<file path="src/rtl/cpu_pkg.sv">
// cpu_pkg: opcode map, default datapath widths and the memory-stage FSM
// state type. Shared with the Decode and Execute stages.
package cpu_pkg;

   localparam int CPU_DATA_W = 16;
   localparam int CPU_IDX_W  = 5;
   localparam int CPU_CTRL_W = 5;

   // 4-bit opcodes carried in control[3:0]
   localparam logic [3:0] OP_NOP   = 4'h0;
   localparam logic [3:0] OP_SUB   = 4'h1;
   localparam logic [3:0] OP_ADD   = 4'h2;
   localparam logic [3:0] OP_ADDI  = 4'h3;
   localparam logic [3:0] OP_AND   = 4'h4;
   localparam logic [3:0] OP_OR    = 4'h5;
   localparam logic [3:0] OP_XOR   = 4'h6;
   localparam logic [3:0] OP_SHL   = 4'h7;
   localparam logic [3:0] OP_JMP   = 4'h8;
   localparam logic [3:0] OP_JZ    = 4'h9;
   localparam logic [3:0] OP_LOAD  = 4'hC;
   localparam logic [3:0] OP_LOADI = 4'hD;
   localparam logic [3:0] OP_STORE = 4'hE;
   localparam logic [3:0] OP_MOV   = 4'hF;

   typedef enum logic {
      ST_IDLE   = 1'b0,
      ST_ACCESS = 1'b1
   } mem_state_e;

   // Only LOAD and STORE touch the data memory; LOADI is an immediate move.
   function automatic logic is_mem_op(input logic [3:0] op);
      return (op == OP_LOAD) || (op == OP_STORE);
   endfunction

endpackage

</file>
<file path="src/rtl/mem_ack_watchdog.sv">
// mem_ack_watchdog: counts ACCESS cycles without an ack and flags the
// cycle on which the access must be abandoned. Only built when
// MEM_ACK_TIMEOUT_EN is defined.
module mem_ack_watchdog #(
   parameter int TIMEOUT_CYCLES = 15
) (
   input  logic clk,
   input  logic reset,
   input  logic start,    // entering ACCESS on the next edge
   input  logic active,   // currently in ACCESS
   input  logic ack,
   output logic timeout
);

   localparam int CNT_W = (TIMEOUT_CYCLES > 1) ? $clog2(TIMEOUT_CYCLES) : 1;
   localparam logic [CNT_W-1:0] LAST = CNT_W'(TIMEOUT_CYCLES - 1);

   logic [CNT_W-1:0] count_q, count_d;

   // An ack on the final counted cycle wins over the timeout.
   assign timeout = active && !ack && (count_q == LAST);

   // Next count: clear on entry, advance on every un-acked ACCESS cycle.
   always_comb begin
      count_d = count_q;
      if (start) begin
         count_d = '0;
      end else if (active && !ack) begin
         count_d = count_q + CNT_W'(1);
      end
   end

   // Counter register.
   always_ff @(posedge clk) begin
      if (reset) begin
         count_q <= '0;
      end else begin
         count_q <= count_d;
      end
   end

endmodule

</file>
<file path="src/rtl/memory_access_stage.sv">
// memory_access_stage: pipeline stage after Execute. LOAD/STORE go through
// the req/ack data-memory port while upstream is stalled; every other op
// reaches Writeback through a one-cycle register.
// Optional ack watchdog: define MEM_ACK_TIMEOUT_EN.
module memory_access_stage
   import cpu_pkg::*;
#(
   parameter int DATA_W         = CPU_DATA_W,
   parameter int IDX_W          = CPU_IDX_W,
   parameter int CTRL_W         = CPU_CTRL_W,
   parameter int TIMEOUT_CYCLES = 15
) (
   input  logic              clk,
   input  logic              reset,
   input  logic              valid_in,
   input  logic [CTRL_W-1:0] control_in,
   input  logic [IDX_W-1:0]  dest_index_in,
   input  logic [DATA_W-1:0] result_in,
   input  logic [DATA_W-1:0] store_data_in,
   input  logic              reg_write_en_in,
   output logic              stall,
   output logic              mem_req,
   output logic              mem_we,
   output logic [DATA_W-1:0] mem_addr,
   output logic [DATA_W-1:0] mem_wdata,
   input  logic [DATA_W-1:0] mem_rdata,
   input  logic              mem_ack,
   output logic              valid_out,
   output logic [CTRL_W-1:0] control_out,
   output logic [IDX_W-1:0]  dest_index_out,
   output logic [DATA_W-1:0] wb_data_out,
   output logic              reg_write_en_out,
   output logic              mem_error
);

   // A zero-length watchdog window could never let an ack land.
   if (TIMEOUT_CYCLES < 1) begin : g_timeout_range
      $error("TIMEOUT_CYCLES must be at least 1");
   end

   mem_state_e        state_q, state_d;
   logic              mem_req_q, mem_req_d;
   logic              mem_we_q, mem_we_d;
   logic [DATA_W-1:0] mem_addr_q, mem_addr_d;
   logic [DATA_W-1:0] mem_wdata_q, mem_wdata_d;
   logic              valid_out_q, valid_out_d;
   logic [CTRL_W-1:0] control_out_q, control_out_d;
   logic [IDX_W-1:0]  dest_index_out_q, dest_index_out_d;
   logic [DATA_W-1:0] wb_data_out_q, wb_data_out_d;
   logic              reg_write_en_out_q, reg_write_en_out_d;
   // Memory op held while the access is outstanding
   logic [CTRL_W-1:0] ctrl_lat_q, ctrl_lat_d;
   logic [IDX_W-1:0]  dest_lat_q, dest_lat_d;
   logic              wen_lat_q, wen_lat_d;

   logic [3:0] op_in;
   logic       timeout;

   assign op_in = control_in[3:0];

`ifdef MEM_ACK_TIMEOUT_EN
   logic mem_error_q, mem_error_d;
   logic wd_start;

   assign wd_start = (state_q == ST_IDLE) && valid_in && is_mem_op(op_in);

   mem_ack_watchdog #(
      .TIMEOUT_CYCLES(TIMEOUT_CYCLES)
   ) u_watchdog (
      .clk    (clk),
      .reset  (reset),
      .start  (wd_start),
      .active (state_q == ST_ACCESS),
      .ack    (mem_ack),
      .timeout(timeout)
   );

   // Sticky error: set by any timeout, cleared only by reset.
   always_comb begin
      mem_error_d = mem_error_q | timeout;
   end

   // Error flag register.
   always_ff @(posedge clk) begin
      if (reset) begin
         mem_error_q <= 1'b0;
      end else begin
         mem_error_q <= mem_error_d;
      end
   end

   assign mem_error = mem_error_q;
`else
   assign timeout   = 1'b0;
   assign mem_error = 1'b0;
`endif

   // Next-state and next-output logic for the IDLE/ACCESS machine.
   always_comb begin
      // NOTE: every _d starts from its _q, so no path can leave one unassigned and infer a latch.
      state_d            = state_q;
      mem_req_d          = mem_req_q;
      mem_we_d           = mem_we_q;
      mem_addr_d         = mem_addr_q;
      mem_wdata_d        = mem_wdata_q;
      valid_out_d        = valid_out_q;
      control_out_d      = control_out_q;
      dest_index_out_d   = dest_index_out_q;
      wb_data_out_d      = wb_data_out_q;
      reg_write_en_out_d = reg_write_en_out_q;
      ctrl_lat_d         = ctrl_lat_q;
      dest_lat_d         = dest_lat_q;
      wen_lat_d          = wen_lat_q;

      case (state_q)
         ST_IDLE: begin
            valid_out_d        = 1'b0;
            reg_write_en_out_d = 1'b0;
            if (valid_in) begin
               if (is_mem_op(op_in)) begin
                  ctrl_lat_d  = control_in;
                  dest_lat_d  = dest_index_in;
                  wen_lat_d   = reg_write_en_in;
                  mem_addr_d  = result_in;
                  mem_wdata_d = store_data_in;
                  mem_we_d    = (op_in == OP_STORE);
                  mem_req_d   = 1'b1;
                  state_d     = ST_ACCESS;
               end else begin
                  valid_out_d        = 1'b1;
                  control_out_d      = control_in;
                  dest_index_out_d   = dest_index_in;
                  reg_write_en_out_d = reg_write_en_in;
                  wb_data_out_d      = result_in;
               end
            end
         end
         ST_ACCESS: begin
            if (mem_ack) begin
               mem_req_d        = 1'b0;
               state_d          = ST_IDLE;
               valid_out_d      = 1'b1;
               control_out_d    = ctrl_lat_q;
               dest_index_out_d = dest_lat_q;
               if (ctrl_lat_q[3:0] == OP_LOAD) begin
                  wb_data_out_d      = mem_rdata;
                  reg_write_en_out_d = wen_lat_q;
               end else begin
                  // A STORE reports its address and never writes the register file.
                  wb_data_out_d      = mem_addr_q;
                  reg_write_en_out_d = 1'b0;
               end
            end else if (timeout) begin
               mem_req_d          = 1'b0;
               state_d            = ST_IDLE;
               valid_out_d        = 1'b1;
               control_out_d      = ctrl_lat_q;
               dest_index_out_d   = dest_lat_q;
               reg_write_en_out_d = 1'b0;
            end
         end
         default: state_d = ST_IDLE;
      endcase
   end

   // State and output registers with synchronous reset.
   always_ff @(posedge clk) begin
      // NOTE: non-blocking assignments make every flop sample pre-edge values regardless of statement order.
      if (reset) begin
         state_q            <= ST_IDLE;
         mem_req_q          <= 1'b0;
         mem_we_q           <= 1'b0;
         mem_addr_q         <= '0;
         mem_wdata_q        <= '0;
         valid_out_q        <= 1'b0;
         control_out_q      <= '0;
         dest_index_out_q   <= '0;
         wb_data_out_q      <= '0;
         reg_write_en_out_q <= 1'b0;
         ctrl_lat_q         <= '0;
         dest_lat_q         <= '0;
         wen_lat_q          <= 1'b0;
      end else begin
         state_q            <= state_d;
         mem_req_q          <= mem_req_d;
         mem_we_q           <= mem_we_d;
         mem_addr_q         <= mem_addr_d;
         mem_wdata_q        <= mem_wdata_d;
         valid_out_q        <= valid_out_d;
         control_out_q      <= control_out_d;
         dest_index_out_q   <= dest_index_out_d;
         wb_data_out_q      <= wb_data_out_d;
         reg_write_en_out_q <= reg_write_en_out_d;
         ctrl_lat_q         <= ctrl_lat_d;
         dest_lat_q         <= dest_lat_d;
         wen_lat_q          <= wen_lat_d;
      end
   end

   assign stall            = (state_q == ST_ACCESS);
   assign mem_req          = mem_req_q;
   assign mem_we           = mem_we_q;
   assign mem_addr         = mem_addr_q;
   assign mem_wdata        = mem_wdata_q;
   assign valid_out        = valid_out_q;
   assign control_out      = control_out_q;
   assign dest_index_out   = dest_index_out_q;
   assign wb_data_out      = wb_data_out_q;
   assign reg_write_en_out = reg_write_en_out_q;

endmodule

</file>
<file path="config.mk">
export PLATFORM = sky130hd
export DESIGN_NAME = memory_access_stage
export DESIGN_NICKNAME = d
export VERILOG_FILES = /design/src/rtl/cpu_pkg.sv /design/src/rtl/mem_ack_watchdog.sv /design/src/rtl/memory_access_stage.sv
export SDC_FILE = /design/constraint.sdc
export NUM_CORES = 1
export LEC_CHECK = 0
export ABC_AREA = 1
export ABC_CLOCK_PERIOD_IN_PS = 2650
export BUFFER_PORTS_ARGS = -buffer_cell sky130_fd_sc_hd__buf_4
export CAP_MARGIN = 5
export CORE_MARGIN = 2
export CORE_UTILIZATION = 40
export DETAILED_ROUTE_END_ITERATION = 8
export GPL_TIMING_DRIVEN = 0
export PLACE_DENSITY = 0.7
export RECOVER_POWER = 25
export SLEW_MARGIN = 20
export SYNTH_ARGS = -nofsm -noshare
export SYNTH_HDL_FRONTEND = slang
export SYNTH_SLANG_ARGS = --single-unit
</file>
<file path="constraint.sdc">
create_clock -name clk -period 2.65 [get_ports clk]
set_input_delay 0.3975 -clock clk [delete_from_list [all_inputs] [get_ports clk]]
set_output_delay 0.3975 -clock clk [all_outputs]
set_load 0.02 [all_outputs]
</file>
Word-level counts from Yosys, hierarchy flattened
Cells that the tools add are included.
{"block": "totals", "ff_bits": 74, "input_bits": 63, "out_inout_bits": 64, "elab_cells": 55}
{"block": "classes", "eq_ne": 7, "n_mux": 30, "n_bitwise": 1, "n_reduce_logical": 4}
{"operator": "$mux W16", "n": 4}
{"operator": "$pmux W16 S2", "n": 1}
{"operator": "$mux W5", "n": 6}
{"operator": "$pmux W5 S2", "n": 2}
{"operator": "$mux W1", "n": 13}
{"operator": "$eq A4 B4 Y1 const B", "n": 3}
{"operator": "$reduce_and A3 Y1", "n": 3}
{"operator": "$ne A2 B2 Y1 const B", "n": 4}
{"operator": "$pmux W1 S2", "n": 4}
{"operator": "$logic_or A1 B1 Y1", "n": 1}
{"operator": "$not A1 Y1", "n": 1}

Logic depth before layout (Yosys ltp)
{"block": "depth", "depth_word": 5, "mapped_depth": 9, "mapped_depth_nobuf": 8}

Least setup slack after synthesis
No wires, ideal clock.
{"block": "synth_path", "path_kind": "register -> register", "from": "reg state_q (netlist: stall)", "to": "reg control_out_q[0] (netlist: control_out[0])", "setup_ns": 0.116, "arrival_time_ns": 1.151, "required_time_ns": 2.534, "path_slack_ns": 1.383, "stages_incl_launch_ff": 8, "path_buffers": 2, "synth_period_minus_slack_ns": 1.267, "path_cell_list": "dfxtp_1 > buf_6 > nand2_4 > nand2_1 > inv_1 > buf_4 > nor2_1 > nor2_1"}
{"block": "synth_via", "elab_chain_len": 3, "elab_cells_between_ends": 6, "classes_between": "eq/ne (3); mux (1); bitwise (1); reduce/logical (1)"}
{"element": "start: declaration", "line_no": "memory_access_stage.sv:41", "rtl": "mem_state_e state_q, state_d;"}
{"element": "start signal: assignment", "line_no": "memory_access_stage.sv:184", "rtl": "state_q <= state_d;"}
{"element": "$not A1 Y1 (no line)"}
{"element": "$ne A2 B2 Y1 (no line)"}
{"element": "$reduce_and A3 Y1 (no line)"}
{"element": "end signal: assignment", "line_no": "memory_access_stage.sv:190", "rtl": "control_out_q <= control_out_d;"}
{"element": "end: declaration", "line_no": "memory_access_stage.sv:47", "rtl": "logic [CTRL_W-1:0] control_out_q, control_out_d;"}
Parallel ways exist; a longest one is shown, timed or not.
A chain may end at the register's enable or synchronous reset.

Worst setup path in the final report
{"block": "layout_path", "from": "reg state_q (netlist: stall)", "to": "reg wen_lat_q"}
{"block": "layout_via", "elab_chain_len": 2}
{"element": "$not A1 Y1 (no line)"}
{"element": "$reduce_and A3 Y1 (no line)"}
{"element": "end signal: assignment", "line_no": "memory_access_stage.sv:196", "rtl": "wen_lat_q <= wen_lat_d;"}
{"element": "end: declaration", "line_no": "memory_access_stage.sv:54", "rtl": "logic wen_lat_q, wen_lat_d;"}
Every way passes these cells.

==> reports/qor.yml <==
met3_usage: 0.0619
gr-max-usage-layer: "met2"
crit_arrival_ps: 2100
r2r_slack_ps: 830
cts_resized: 0
nets: 718
ys_seq_area_frac: 0.423
grt_pass1_wl_mm: 16.5
die_h_um: 97.5
ant_nets: 0
finalHoldViolCount: 0
min_period_over_period: 0.686
diodes: 0
die-area_um2: 9510
wl_mm: 10.2
cts_buffer_depth: 2
power_density_nw_per_um2: 548
synth_cell_types: 23
dr.pass1.iters: 4
grt_pass1_vias: 3544
hold_slack_ps: 300
hold_buffers: 0
max_slew_margin: 0.594
first_iter_violations: 172
vias: 3701
h-tree-depth: 3
portBuffers: 125
start_util: 0.407
slowest_delay_ps: 480
critPathTopFamily: "buffers and inverters"
synth_area_per_cell_um2: 6.74
cts_setup_buffers: 0
routabilityCongestion: 0.860
cp.depth: 6
fp-row-count: 34
path_clk_slew_ps: 80
hold_path_depth: 3
drive_gt1_frac: 0.217
mostFrequentLayoutCell: "buf_4"
viasPerCell: 4.82
path_buf_inv: 2
slew_viol_final: 0
fin_setup_tns_ps: 0
cpMostUsedCell: "clkbuf_1"
ir_worst_vdd_v: 0.000304
reg2regPathDepth: 6
outcome: "finished clean"
core_area_um2: 8590
area_delta_synth_final_pct: 32.7
antenna_found_initial: 0
clock_sinks: 74
fmax_ghz: 0.550
setup_viol: 0
met2_usage: 0.350
route.detailed.drc: 0
detailed_place_hpwl_mm: 7.62
post-route-min-period_ps: 1820
synth_fp_nets: 582
numCtsBuffers: 9
worst_setup_path_end_kind: "register"
cts_tree: "yes"
path_class: "reg -> reg"
ys_ff_latch: 74
synthCells: 519
path_cells: "nor2_1 > nand2_2 > clkbuf_1 > clkbuf_1 > nand2_1 > a21oi_1"
cp-start-kind: "register"
clock_latency_ps: 340
hold_class: "in -> reg"
cp_slowest_cell: "clkbuf_1"
routedWlPerCell_um: 13.2
rsz0062_at_grt: "no"
fp.dieW_um: 97.5
crit_required_ps: 2930
ys.warnings.count: 0
maxCapViolCount: 0
fin_skew_ps: 8.55
cts_root_buf: "clkbuf_8"
grt_overflow_total: 0
syn_area_um2: 3500
grt_max_degree: 12
worst-path-max-fanout: 10
tightest_slew_ps: 609
final_cell_mix: "buf_4, nor2_1, inv_1, nand2_1, dfxtp_1"
met1_usage: 0.265
grtUsageTotal: 0.214
p_leak_nw: 2.42
io_pins: 127
-- where the power goes --
group	leakage (nW)	total, mW	internal [mW]	switching, mW
combinational	1.71	0.447	0.191	0.257
sequential	0.606	1.20	1.17	0.0326
clock	0.101	0.896	0.487	0.409
-- logic make-up after synthesis --
group | after synthesis | share of synthesized area
buffers and inverters | 116 | 0.157
AOI/OAI and AO/OA | 94 | 0.134
other | 1 | 0.00107
DFF | 74 | 0.423
and+or+nand+nor | 234 | 0.284
-- layout make-up --
type                    count  area (µm²)
fillers                   871        3950
clock inverters             2        35.0
clock buffers              14         163
plain buffers              33         219
well taps                 108         135
multi-input cells         329        1460
flip-flops and latches     74        1480
inverters                  83         314
repair buffers            125         837
-- routing by layer --
metal  share of wire  wire length (µm)  vias to the layer above
met3           0.098               993                       16
met5               0                 0                        -
li1                -                 -                     1872
met2            0.45              4610                      151
met4           0.019               190                        0
met1            0.43              4370                     1662
-- sequential cells by signal, indices dropped and copies added (netlist names) --
| register | flops |
|---|---|
| dest_lat_q | 5 |
| mem_we | 1 |
| mem_wdata | 16 |
| mem_req | 1 |
| control_out | 5 |
| ctrl_lat_q | 5 |
| reg_write_en_out | 1 |
| wen_lat_q | 1 |
| valid_out | 1 |
| mem_addr | 16 |
| wb_data_out | 16 |
| dest_index_out | 5 |
| stall | 1 |
-- through the flow --
| step | std cells | instance area [µm²] | setup WS (ps) | utilization | total power [mW] |
|---|---|---|---|---|---|
| 2_1_floorplan | 519 | 3500 | 1380 | - | 1.48 |
| 3_3_place_gp | 752 | 4570 | 1200 | 0.532 | 1.69 |
| 3_5_place_dp | 752 | 4570 | 1160 | 0.532 | 1.70 |
| 4_1_cts | 768 | 4770 | 1290 | 0.555 | 2.59 |
| 5_1_grt | 768 | 4650 | 636 | 0.541 | 2.66 |
| 6_report | 768 | 4650 | 833 | 0.541 | 2.55 |
-- path summary, 6_finish.rpt --
check,from,end
setup reg to reg,stall,wen_lat_q
setup / recovery,stall,wen_lat_q
hold / removal,store_data_in[4],mem_wdata[4]
hold reg to reg,mem_we,mem_we
-- cell usage after synthesis --
library cell   n  area (µm²)
conb_1         1        3.75
inv_1         79         297
inv_4          1        6.26
dfxtp_1       74        1480
buf_2         11        55.1
o21ai_0       45         225
a21oi_1       37         185
clkinv_1       1        3.75
nand2_1       79         297
inv_2          2        7.51
buf_1          1        3.75
nand2_4        2        22.5
o21ai_1       12        60.1
buf_6         11         124
nor2_4         1        11.3
clkbuf_1       6        22.5
nor2_8         1        20.0
nor2_1        96         360
nand3_2        1        10.0
buf_4          4        30.0
nand4_1        1        6.26
nand2_2        2        12.5
nand3_1       51         255
-- tightest hold or removal path, cell delays in order --
cell and delay [ps]:
buf_4 70, o21ai_0 70, nor2_1 70
(Power assumes the default switching activity.)
